===== src/rtl/adder4_pkg.sv =====
// adder4_pkg
//   Shared definitions for the 4-bit adder sweep controller:
//   - ADDER4_WIDTH : default operand width of the adder under test
//   - stateT       : sweep FSM state type with IDLE/SETTLE/CHECK/DONE codes
//   - add_ref      : golden {cout,sum} of a+b+cin, ADDER4_WIDTH+1 bits
package adder4_pkg;

  localparam int ADDER4_WIDTH = 4;

  typedef logic [1:0] stateT;

  localparam stateT IDLE   = 2'd0;
  localparam stateT SETTLE = 2'd1;
  localparam stateT CHECK  = 2'd2;
  localparam stateT DONE   = 2'd3;

  function automatic logic [ADDER4_WIDTH:0] add_ref(
    input logic [ADDER4_WIDTH-1:0] a,
    input logic [ADDER4_WIDTH-1:0] b,
    input logic                    cin
  );
    return {1'b0, a} + {1'b0, b} + {{ADDER4_WIDTH{1'b0}}, cin};
  endfunction

endpackage


===== src/rtl/adder4_operand_gen.sv =====
// adder4_operand_gen
//   Nested operand counter for the adder sweep: opB is the fastest digit,
//   opA the next, opCin the slowest (only swept when SWEEP_CIN=1).
// Ports:
//   clk      in   clock, rising edge
//   rst_n    in   synchronous active-low reset (operands to 0)
//   clear    in   reload operands to 0 at the start of a sweep
//   advance  in   step to the next vector (ignored on the last vector)
//   opA      out  adder inA, registered
//   opB      out  adder inB, registered
//   opCin    out  adder Cin, registered
//   lastVec  out  current operands are the final vector of the sweep
module adder4_operand_gen #(
  parameter int WIDTH     = 4,
  parameter int SWEEP_CIN = 1
) (
  input  logic             clk,
  input  logic             rst_n,
  input  logic             clear,
  input  logic             advance,
  output logic [WIDTH-1:0] opA,
  output logic [WIDTH-1:0] opB,
  output logic             opCin,
  output logic             lastVec
);

  localparam logic [WIDTH-1:0] OP_ONE = {{(WIDTH-1){1'b0}}, 1'b1};

  // Without a Cin sweep the final vector is reached with Cin still at 0.
  always_comb begin
    lastVec = (&opA) && (&opB) && ((SWEEP_CIN != 0) ? opCin : 1'b1);
  end

  always_ff @(posedge clk) begin
    if (!rst_n || clear) begin
      opA   <= '0;
      opB   <= '0;
      opCin <= 1'b0;
    end else if (advance && !lastVec) begin
      opB <= opB + OP_ONE;
      if (&opB) begin
        opA <= opA + OP_ONE;
        // Wrap of opA can only happen with Cin=0 here, since {1,F,F} is last.
        if ((&opA) && (SWEEP_CIN != 0)) begin
          opCin <= 1'b1;
        end
      end
    end
  end

endmodule


===== src/rtl/adder4_sweep_ctrl.sv =====
// adder4_sweep_ctrl
//   Self-checking exhaustive sweep of a 4-bit ripple-carry adder. Drives
//   operands, waits SETTLE_CYCLES, samples {coutIn,sumIn}, compares against
//   the golden sum, counts mismatches and optionally records the first one.
//   Optional feature macro: ADDER4_FIRST_ERR_CAPTURE_EN
//     defined   -> first_err_valid/first_err_vec capture the first mismatch
//     undefined -> first_err_valid/first_err_vec are tied to 0
// Ports:
//   clk              in   clock, rising edge
//   rst_n            in   synchronous active-low reset
//   start            in   one-cycle sweep request (ignored while busy)
//   busy             out  sweep in progress
//   done             out  sweep finished, results held
//   opA/opB/opCin    out  registered adder operands
//   sumIn/coutIn     in   adder result, sampled only in CHECK
//   err_count        out  saturating mismatch count
//   first_err_valid  out  a mismatch has been captured
//   first_err_vec    out  {cin,a,b} of the first mismatch
//
// state  | meaning
// IDLE   | waiting for start after reset
// SETTLE | operands held while the adder settles
// CHECK  | sample and compare result, advance operands
// DONE   | sweep complete, results held until next start
module adder4_sweep_ctrl
  import adder4_pkg::*;
#(
  parameter int WIDTH         = ADDER4_WIDTH,
  parameter int SETTLE_CYCLES = 2,
  parameter int SWEEP_CIN     = 1
) (
  input  logic               clk,
  input  logic               rst_n,
  input  logic               start,
  output logic               busy,
  output logic               done,
  output logic [WIDTH-1:0]   opA,
  output logic [WIDTH-1:0]   opB,
  output logic               opCin,
  input  logic [WIDTH-1:0]   sumIn,
  input  logic               coutIn,
  output logic [2*WIDTH+1:0] err_count,
  output logic               first_err_valid,
  output logic [2*WIDTH:0]   first_err_vec
);

  localparam logic [3:0]         SETTLE_LAST = 4'(SETTLE_CYCLES - 1);
  localparam logic [2*WIDTH+1:0] ERR_ONE     = {{(2*WIDTH+1){1'b0}}, 1'b1};

  stateT          state;
  logic [3:0]     settleCnt;
  logic [WIDTH:0] expected;
  logic           mismatch;
  logic           clearRes;
  logic           advance;
  logic           lastVec;

  always_comb begin
    expected = add_ref(opA, opB, opCin);
    mismatch = (state == CHECK) && ({coutIn, sumIn} != expected);
    // A start is only honoured when no sweep is running.
    clearRes = start && ((state == IDLE) || (state == DONE));
    advance  = (state == CHECK);
  end

  adder4_operand_gen #(
    .WIDTH    (WIDTH),
    .SWEEP_CIN(SWEEP_CIN)
  ) uOperandGen (
    .clk    (clk),
    .rst_n  (rst_n),
    .clear  (clearRes),
    .advance(advance),
    .opA    (opA),
    .opB    (opB),
    .opCin  (opCin),
    .lastVec(lastVec)
  );

  always_ff @(posedge clk) begin
    if (!rst_n) begin
      state     <= IDLE;
      settleCnt <= 4'd0;
      busy      <= 1'b0;
      done      <= 1'b0;
      err_count <= '0;
    end else begin
      case (state)
        IDLE, DONE: begin
          if (start) begin
            state     <= SETTLE;
            settleCnt <= 4'd0;
            busy      <= 1'b1;
            done      <= 1'b0;
            err_count <= '0;
          end
        end
        SETTLE: begin
          if (settleCnt == SETTLE_LAST) begin
            state <= CHECK;
          end else begin
            settleCnt <= settleCnt + 4'd1;
          end
        end
        CHECK: begin
          if (mismatch && !(&err_count)) begin
            err_count <= err_count + ERR_ONE;
          end
          if (lastVec) begin
            state <= DONE;
            busy  <= 1'b0;
            done  <= 1'b1;
          end else begin
            state     <= SETTLE;
            settleCnt <= 4'd0;
          end
        end
        default: state <= IDLE;
      endcase
    end
  end

`ifdef ADDER4_FIRST_ERR_CAPTURE_EN
  always_ff @(posedge clk) begin
    if (!rst_n || clearRes) begin
      first_err_valid <= 1'b0;
      first_err_vec   <= '0;
    end else if (mismatch && !first_err_valid) begin
      first_err_valid <= 1'b1;
      first_err_vec   <= {opCin, opA, opB};
    end
  end
`else
  assign first_err_valid = 1'b0;
  assign first_err_vec   = '0;
`endif

endmodule


===== config.mk =====
export PLATFORM = sky130hd
export DESIGN_NAME = adder4_sweep_ctrl
export DESIGN_NICKNAME = d
export VERILOG_FILES = /design/src/rtl/adder4_pkg.sv /design/src/rtl/adder4_operand_gen.sv /design/src/rtl/adder4_sweep_ctrl.sv
export SDC_FILE = /design/constraint.sdc
export NUM_CORES = 1
export LEC_CHECK = 0
export ABC_AREA = 1
export CAP_MARGIN = 20
export CORE_ASPECT_RATIO = 1.2
export CORE_MARGIN = 2
export CORE_UTILIZATION = 55
export CTS_CLUSTER_SIZE = 20
export DETAILED_ROUTE_END_ITERATION = 6
export HOLD_SLACK_MARGIN = 0.08
export PLACE_DENSITY_LB_ADDON = 0.1
export SLEW_MARGIN = 10
export SYNTH_ARGS = -nofsm -noshare
export SYNTH_HDL_FRONTEND = slang
export SYNTH_SLANG_ARGS = --single-unit

===== constraint.sdc =====
create_clock -name clk -period 6.4 [get_ports clk]
set_input_delay 1.28 -clock clk [delete_from_list [all_inputs] [get_ports clk]]
set_output_delay 1.28 -clock clk [all_outputs]
set_load 0.01 [all_outputs]

## Yosys cells after proc, flatten, opt, wreduce, memory -nomap -nowiden

Cells that the tools add are included.

| storage, ports and cells | value |
|---|---|
| flip-flop bits (word level) | 27 |
| output and inout port bits | 31 |
| word-level logic and storage cells | 65 |

| operators by class | value |
|---|---|
| add/sub/neg operators | 6 |
| eq/ne operators | 11 |
| muxes and demuxes | 17 |
| reductions and logical operators | 23 |

Operators by type and width:

| operator | number |
|---|---|
| 10-bit 2-to-1 mux | 2 |
| 10-bit one-hot mux with 2 select lines | 1 |
| 4-bit by 1-bit adder with 4-bit output (second input constant) | 3 |
| 4-bit 2-to-1 mux | 3 |
| 2-bit != test (second input constant) | 6 |
| 4-bit one-hot mux with 3 select lines | 1 |
| 10-bit by 1-bit adder with 10-bit output (second input constant) | 1 |
| 10-bit AND reduction | 1 |
| 3-bit AND reduction | 3 |
| 9-bit AND reduction | 1 |
| 4-bit AND reduction | 2 |
| 1-bit logical AND | 6 |
| 2-bit 2-to-1 mux | 3 |
| 2-bit one-hot mux with 3 select lines | 1 |
| 4-bit by 4-bit adder with 5-bit output | 1 |
| 5-bit by 1-bit adder with 5-bit output | 1 |
| 5-bit != test | 1 |
| 5-bit AND reduction | 1 |
| 2-bit == test (second input constant) | 2 |
| 4-bit by 1-bit == test with 1-bit output (second input constant) | 1 |
| 1-bit 2-to-1 mux | 4 |
| 1-bit one-hot mux with 2 select lines | 2 |
| 1-bit zero test | 3 |
| 2-bit by 1-bit == test with 1-bit output (second input constant) | 1 |
| other kinds (5) | 6 |

## Logic depth before layout (Yosys ltp)

Gate-level depths: netlist (run 1).

| logic depth | value |
|---|---|
| word-level depth | 7 |
| mapped depth | 17 |
| gate-level depth less buffers | 16 |

## Modules after synthesis

A second synthesis (run 1) with hierarchy kept.

| unflattened totals | value |
|---|---|
| cells, all modules | 283 |
| area total of the unflattened synthesis | 1913.1 µm² |

Modules (own cells, without submodules):

| module | instances | cells each | area an instance (µm²) | seq. area each (µm²) |
|---|---|---|---|---|
| adder4_sweep_ctrl | 1 | 212 | 1402.6 | 360.3 |
| adder4_operand_gen | 1 | 71 | 510.5 | 180.2 |

## Least setup slack after synthesis (run 1)

No wires, ideal clock.

| timing | value |
|---|---|
| path kind | register to register |
| start | reg uOperandGen.opA[0] |
| end | reg err_count[0] |
| arrival | 2.221 ns |
| required time | 6.285 ns |
| path slack | 4.064 ns |
| stages on the path, launching flop included | 14 |
| period minus slack after synthesis | 2.336 ns |
| path through | dfxtp_1 inv_1 fa_1 inv_1 fa_1 xnor2_1 nand2_1 nor2_1 nand3_1 nand2_1 nand2_2 buf_4 a21oi_1 nor2_1 |

| on the way | value |
|---|---|
| word-level cells in the longest chain between the ends | 7 |

Ends and longest elaborated chain:

| item | RTL line | text |
|---|---|---|
| start, declared | adder4_operand_gen.sv:21 | `output logic [WIDTH-1:0] opA,` |
| start signal, assigned | adder4_operand_gen.sv:42 | `opA <= opA + OP_ONE;` |
| 4-bit by 4-bit adder with 5-bit output | adder4_pkg.sv:22 | `return {1'b0, a} + {1'b0, b} + {{ADDER4_WIDTH{1'b0}}, cin};` |
| 5-bit by 1-bit adder with 5-bit output | adder4_pkg.sv:22 |  |
| 5-bit != test | adder4_sweep_ctrl.sv:60 | `mismatch = (state == CHECK) && ({coutIn, sumIn} != expected);` |
| 1-bit logical AND | adder4_sweep_ctrl.sv:60 |  |
| 1-bit logical AND | adder4_sweep_ctrl.sv:106 | `if (mismatch && !(&err_count)) begin` |
| 2-bit != test (no line) | n/a |  |
| 3-bit AND reduction (no line) | n/a |  |
| end signal, assigned | adder4_sweep_ctrl.sv:107 | `err_count <= err_count + ERR_ONE;` |
| end, declared | adder4_sweep_ctrl.sv:42 | `output logic [2*WIDTH+1:0] err_count,` |

Every way passes these cells.
A chain may end at the register's enable or synchronous reset.

## Final worst setup path (run 1)

| timing | value |
|---|---|
| start | in rst_n |
| end | reg uOperandGen.opB[2] |

| on the way | value |
|---|---|
| word-level cells in the longest chain between the ends | 2 |

Ends and longest elaborated chain:

| item | RTL line | text |
|---|---|---|
| start, declared | adder4_sweep_ctrl.sv:33 | `input logic rst_n,` |
| 1-bit zero test | adder4_operand_gen.sv:35 | `if (!rst_n \|\| clear) begin` |
| 1-bit logical OR | adder4_operand_gen.sv:35 |  |
| end signal, assigned | adder4_operand_gen.sv:40 | `opB <= opB + OP_ONE;` |
| end, declared | adder4_operand_gen.sv:22 | `output logic [WIDTH-1:0] opB,` |

Every way passes these cells.

==> results.py, run 1 <==
metrics = {
    "grt": {
        "grt_max_degree": 21,
        "grt_antenna_before_repair": 0,
        "grt_remaining_overflow": 0,
        "grtUsageTotal": 0.205,
        "grt_pass1_vias": 1616,
        "grt_first_pass_wirelength_mm": 6.41,
    },
    "logic_synthesis": {
        "ys_seq_area_frac": 0.292,
        "synth-edff-count": 0,
        "synthCells": 279,
        "synth_area_leaders": "dfxtp_1 (29%), nand2_1 (13%), nor2_1 (7.5%)",
        "yosys-top-cells-count": "nand2_1 (62), nor2_1 (37), inv_1 (32), dfxtp_1 (27), a21oi_1 (26)",
        "yosysTopAreaCell": "dfxtp_1",
        "ys_warn_count": 0,
        "ys.flop_type": "dfxtp_1",
        "synth_area_um2": 1850,
        "ys_types": 30,
        "synth_top_area_frac": 0.292,
        "ys_ff_latch": 27,
        "synth.most_common_cell": "nand2_1",
        "synthArstFlopShare": 0,
        "syn_area_per_cell_um2": 6.63,
    },
    "floorplanning": {
        "start_util": 0.564,
        "die_width_um": 56.9,
        "rows": 23,
        "die_y_um": 67.5,
        "dieArea_um2": 3840,
        "boundaryPins": 39,
        "coreArea_um2": 3280,
    },
    "sta": {
        "setup_viol": 0,
        "min_period_ps": 2770,
        "clock.fmax_mhz": 361,
        "finalMaxSlewViolations": 0,
        "holdWs_ps": 508,
        "fin_crit_sh": 0.432,
        "worst_slack_ps": 3630,
        "finalSetupTns_ps": 0,
        "hold_viol": 0,
        "rsz0062_at_grt": "no",
        "skew_ps": 5.78,
    },
    "cts": {
        "htreeDepth": 1,
        "cts_resized": 0,
        "clk_latency_ps": 270,
        "clk_pin_slew_ps": 100,
        "clockBufferDepth": 2,
        "cts-root-buf": "clkbuf_8",
        "hold_buffers": 0,
        "cts_tree": "done",
        "postCtsSetupRepairBufs": 0,
        "tritoncts.num_buffers": 3,
        "clock-sinks": 27,
    },
    "finish": {
        "drive_gt1_frac": 0.0525,
        "regArea_um2": 541,
        "fin_util": 0.655,
        "antennaDiodeCount": 0,
        "fin_cells": 342,
        "multi_input_area_um2": 1100,
        "final_cell_area_um2": 2150,
        "fill_cells": 303,
        "nets": 327,
        "area_growth_pct": 16.2,
    },
    "route": {
        "vias_per_cell": 5.13,
        "drt_pass1_iterations": 4,
        "wl_per_cell_um": 10.5,
        "first_iter_violations": 41,
        "drt-total-wl_mm": 3.59,
        "vias": 1754,
        "ant_nets": 0,
        "drc_errors": 0,
    },
    "place": {
        "dp.final_hpwl_mm": 2.77,
        "gp_congestion": 0.798,
        "placed_cells": 338,
        "io_buffers": 28,
        "postPlaceCellArea_um2": 2100,
        "dp_slack_ps": 3360,
    },
    "min_path": {
        "holdCritPathClass": "register to register",
    },
    "job": {
        "maxCapViolations": 0,
    },
    "critical_path": {
        "reg2reg_slack_ps": 3830,
        "crit_required_ps": 6600,
        "end_kind": "register",
        "worst-setup-path-type": "input pin to register",
        "start_kind": "input pin",
        "crit_path_max_fanout": 13,
        "arrival_ps": 2970,
    },
    "run_status": {
        "status": "finished clean",
    },
    "power_and_ir_drop": {
        "power_density_nw_per_um2": 234,
        "power.leakage_nw": 0.944,
        "finalPower_uw": 503,
        "peakVddDrop_uv": 180,
    },
}
[registers in the layout, indices dropped and copies added, names as in the netlist]
signal,count
err_count,10
settleCnt,4
uOperandGen.opA,4
uOperandGen.opB,4
state,2
busy,1
done,1
uOperandGen.opCin,1
[logic make-up after synthesis]
family	after synthesis	synth area share
XOR/XNOR	6	0.0284
other	1	0.00203
AND/OR/NAND/NOR	145	0.345
flip-flops	27	0.292
adder cells (fa/ha/maj)	13	0.0961
AO/OA/AOI/OAI	37	0.105
buffers and inverters	50	0.131
[final cells by class]
cell class / count / area share
inverters: 34 / 0.0594
repair buffers: 29 / 0.134
well taps: 37 / 0.0215
flip-flops and latches: 27 / 0.252
clock buffers: 3 / 0.0192
multi-input cells: 211 / 0.512
clock inverters: 1 / 0.00233
[final timing paths]
check                                  start                              end  cells past startpoint
max                                    rst_n  uOperandGen.opB[2]$_SDFFE_PP0P_                      5
min                settleCnt[0]$_SDFFE_PN0P_        settleCnt[0]$_SDFFE_PN0P_                      1
max reg2reg  uOperandGen.opA[0]$_SDFFE_PP0P_        err_count[1]$_SDFFE_PN0P_                     12
min reg2reg        settleCnt[0]$_SDFFE_PN0P_        settleCnt[0]$_SDFFE_PN0P_                      1
[metal layers]
layer	vias up	routed length, um	global-route usage
met4	0	27	0.0669
met5	-	0	0
met1	786	1680	0.240
met3	2	163	0.0268
met2	43	1720	0.384
li1	923	-	-
[critical path: stages]
cell and delay (ps):
clkdlybuf4s50_1 750, inv_1 210, a21oi_1 350, inv_1 170, nor3_1 200
[cells in the final DEF, fill, tap and decap left out]
cell	count
o21ai_0	8
nor3b_1	1
nor2_1	37
clkbuf_8	3
ha_1	11
o211ai_1	1
nand3b_1	3
a21oi_2	1
conb_1	10
nand2_2	3
fa_1	2
inv_1	32
xor2_1	2
nand3_2	3
nand4_1	2
xnor2_1	4
inv_2	1
clkinv_1	1
o21bai_1	1
buf_4	1
nor2_2	2
clkdlybuf4s50_1	28
nand2_1	62
nor3_1	6
or2_1	1
nand3_1	24
a21oi_1	26
or2_2	1
dfxtp_1	27
clkinv_2	1
[power by group]
group          internal (mW)  switching, mW  leakage, nW
Combinational         0.0853          0.103        0.699
Sequential             0.191         0.0274        0.220
Clock                 0.0436         0.0527       0.0255
Total                  0.320          0.183        0.944
Power figures use the tool's default switching activity.
==> run 2, diff against run 1 <==
- CORE_UTILIZATION: 55 -> 51
- clock period: 6.4 -> 2.6 ns (I/O delays scaled with it)
==> run 2 against run 1 <==
The run now ends with DRC left. Combinational power grew to 2.5 times the previous value. First-iteration DRC count shrank 24%. Global-route usage shrank 1.4 points. Critical path depth grew 7. Wire length grew 4.2%. Highest routed layer unchanged.
==> results.py, run 2 (same netlist as run 1, synthesis figures left out) <==
metrics = {
    "run_status": {
        "status": "complete, but fails checks",
        "failed_checks": "DRC",
    },
    "grt": {
        "grt_max_degree": 21,
        "gr-max-usage-layer": "met2",
        "met3_usage": 0.0222,
        "grt_first_pass_wirelength_mm": 6.34,
        "met2_usage": 0.305,
        "grt_antenna_before_repair": 0,
        "grt_util_met1": 0.263,
        "grt_remaining_overflow": 0,
        "grtUsageTotal": 0.190,
        "grt_pass1_vias": 1505,
    },
    "cts": {
        "cts-root-buf": "clkbuf_8",
        "cts_tree": "done",
        "clock-sinks": 27,
        "postCtsSetupRepairBufs": 0,
        "htreeDepth": 1,
        "clk_pin_slew_ps": 100,
        "clk_latency_ps": 280,
        "clockBufferDepth": 2,
        "tritoncts.num_buffers": 3,
    },
    "route": {
        "first_iter_violations": 31,
        "drt-total-wl_mm": 3.74,
        "ant_nets": 0,
        "drt_pass1_iterations": 6,
        "vias_per_cell": 5.02,
        "drc_errors": 4,
        "wl_per_cell_um": 10.9,
        "vias": 1726,
    },
    "sta": {
        "finalMaxSlewViolations": 0,
        "max-slew-margin-rel": 0.623,
        "worstMarginPinSlew_ps": 566,
        "hold_viol": 0,
        "clock.fmax_mhz": 420,
        "fin_crit_sh": 0.916,
        "skew_ps": 4.14,
        "setup_viol": 0,
        "min_period_ps": 2380,
        "rsz0062_at_grt": "no",
        "worst_slack_ps": 218,
        "finalSetupTns_ps": 0,
    },
    "finish": {
        "fill_cells": 338,
        "final_common_cell": "nand2_1",
        "regArea_um2": 543,
        "regMostFlops": "err_count",
        "drive_gt1_frac": 0.0782,
        "fin_util": 0.645,
        "antennaDiodeCount": 0,
        "multi_input_area_um2": 1130,
        "largest_reg_flops": 10,
        "nets": 329,
        "final_cell_mix": "nand2_1 (61), nor2_1 (37), inv_1 (32)",
        "final_cell_area_um2": 2190,
        "fin_cells": 344,
        "area_growth_pct": 18.5,
    },
    "place": {
        "dp.final_hpwl_mm": 2.78,
        "dp_slack_ps": 104,
        "placed_cells": 339,
        "gp_congestion": 0.825,
        "postPlaceCellArea_um2": 2110,
        "io_buffers": 28,
    },
    "critical_path": {
        "crit_buf_inv": 2,
        "crit_cells": 12,
        "crit_family": "adder cells",
        "cp-startpoint": "uOperandGen.opA[0]$_SDFFE_PP0P_",
        "worst-setup-path-type": "register to register",
        "crit_required_ps": 2780,
        "reg2reg_slack_ps": 220,
        "r2r-end": "err_count[7]$_SDFFE_PN0P_",
        "ff2ff_path_depth": 12,
        "start_kind": "register",
        "crit_chain": "inv_1 -> fa_1 -> inv_1 -> fa_1 -> xnor2_1 -> nand2_1 -> nor2_1 -> nand3_1 -> nand2_2 -> nand2_4 -> a21oi_1 -> nor2_1",
        "arrival_ps": 2560,
        "cp-endpoint": "err_count[7]$_SDFFE_PN0P_",
        "cp_slowest_cell": "fa_1",
        "slowest_delay_ps": 430,
        "r2r-start": "uOperandGen.opA[0]$_SDFFE_PP0P_",
        "crit_path_max_fanout": 10,
        "end_kind": "register",
    },
    "min_path": {
        "holdCritPathClass": "register to register",
        "worstHoldStart": "uOperandGen.opB[0]$_SDFFE_PP0P_",
    },
    "floorplanning": {
        "start_util": 0.545,
        "dieArea_um2": 4130,
        "rows": 23,
        "coreArea_um2": 3400,
        "die_width_um": 59.0,
        "die_y_um": 70.0,
        "boundaryPins": 39,
    },
    "power_and_ir_drop": {
        "peakVddDrop_uv": 410,
        "power_density_nw_per_um2": 580,
        "power.leakage_nw": 0.978,
    },
    "job": {
        "maxCapViolations": 0,
    },
}
## run 2: cell count changes in the layout (fill, tap and decap cells not counted), sizes merged
| cell | change |
|---|---|
| nand2 | +1 |
| clkinvlp | +1 |
| clkinv | -1 |
| buf | +1 |
## run 2: worst min-delay path by stage
stage	to	cells past startpoint
floorplan	settleCnt[0]$_SDFFE_PN0P_	1
detailed placement	state[1]$_SDFFE_PN0P_	2
finish	uOperandGen.opB[0]$_SDFFE_PP0P_	2
global placement	settleCnt[1]$_SDFFE_PN0P_	2
CTS	state[1]$_SDFFE_PN0P_	2
global route	uOperandGen.opB[0]$_SDFFE_PP0P_	2
## run 2: report_power, final
part	switching (mW)	internal, mW	leakage, nW
Sequential	0.0708	0.470	0.221
Clock	0.142	0.109	0.0217
Combinational	0.260	0.217	0.735
Total	0.474	0.796	0.978
## run 2: cell type report
cell class	count	area share
multi-input cells	212	0.516
flip-flops and latches	27	0.248
repair buffers	30	0.135
inverters	34	0.0583
well taps	37	0.0211
clock buffers	3	0.0188
clock inverters	1	0.00343
## run 2: routing by layer
| layer | up-vias | routed length, um |
|---|---|---|
| met2 | 33 | 1680 |
| met4 | 0 | 46 |
| met1 | 763 | 1850 |
| met3 | 4 | 160 |
| met5 | - | 0 |
| li1 | 926 | - |
## run 2: tightest hold or removal path, stage by stage (launching register included)
cell     delay [ps]
dfxtp_2         350
nand2_1          60
a21oi_1          60
## run 2: through the flow
step           hold WS (ps)  total power, mW
2_1_floorplan           463            0.863
3_3_place_gp            493             1.01
3_5_place_dp            492             1.01
4_1_cts                 513             1.26
5_1_grt                 539             1.38
6_report                505             1.27
## run 2: timing repair
action                     CTS  global route
hold buffers                 0             0
setup endpoints to repair    0            10
gates resized for setup      0             8
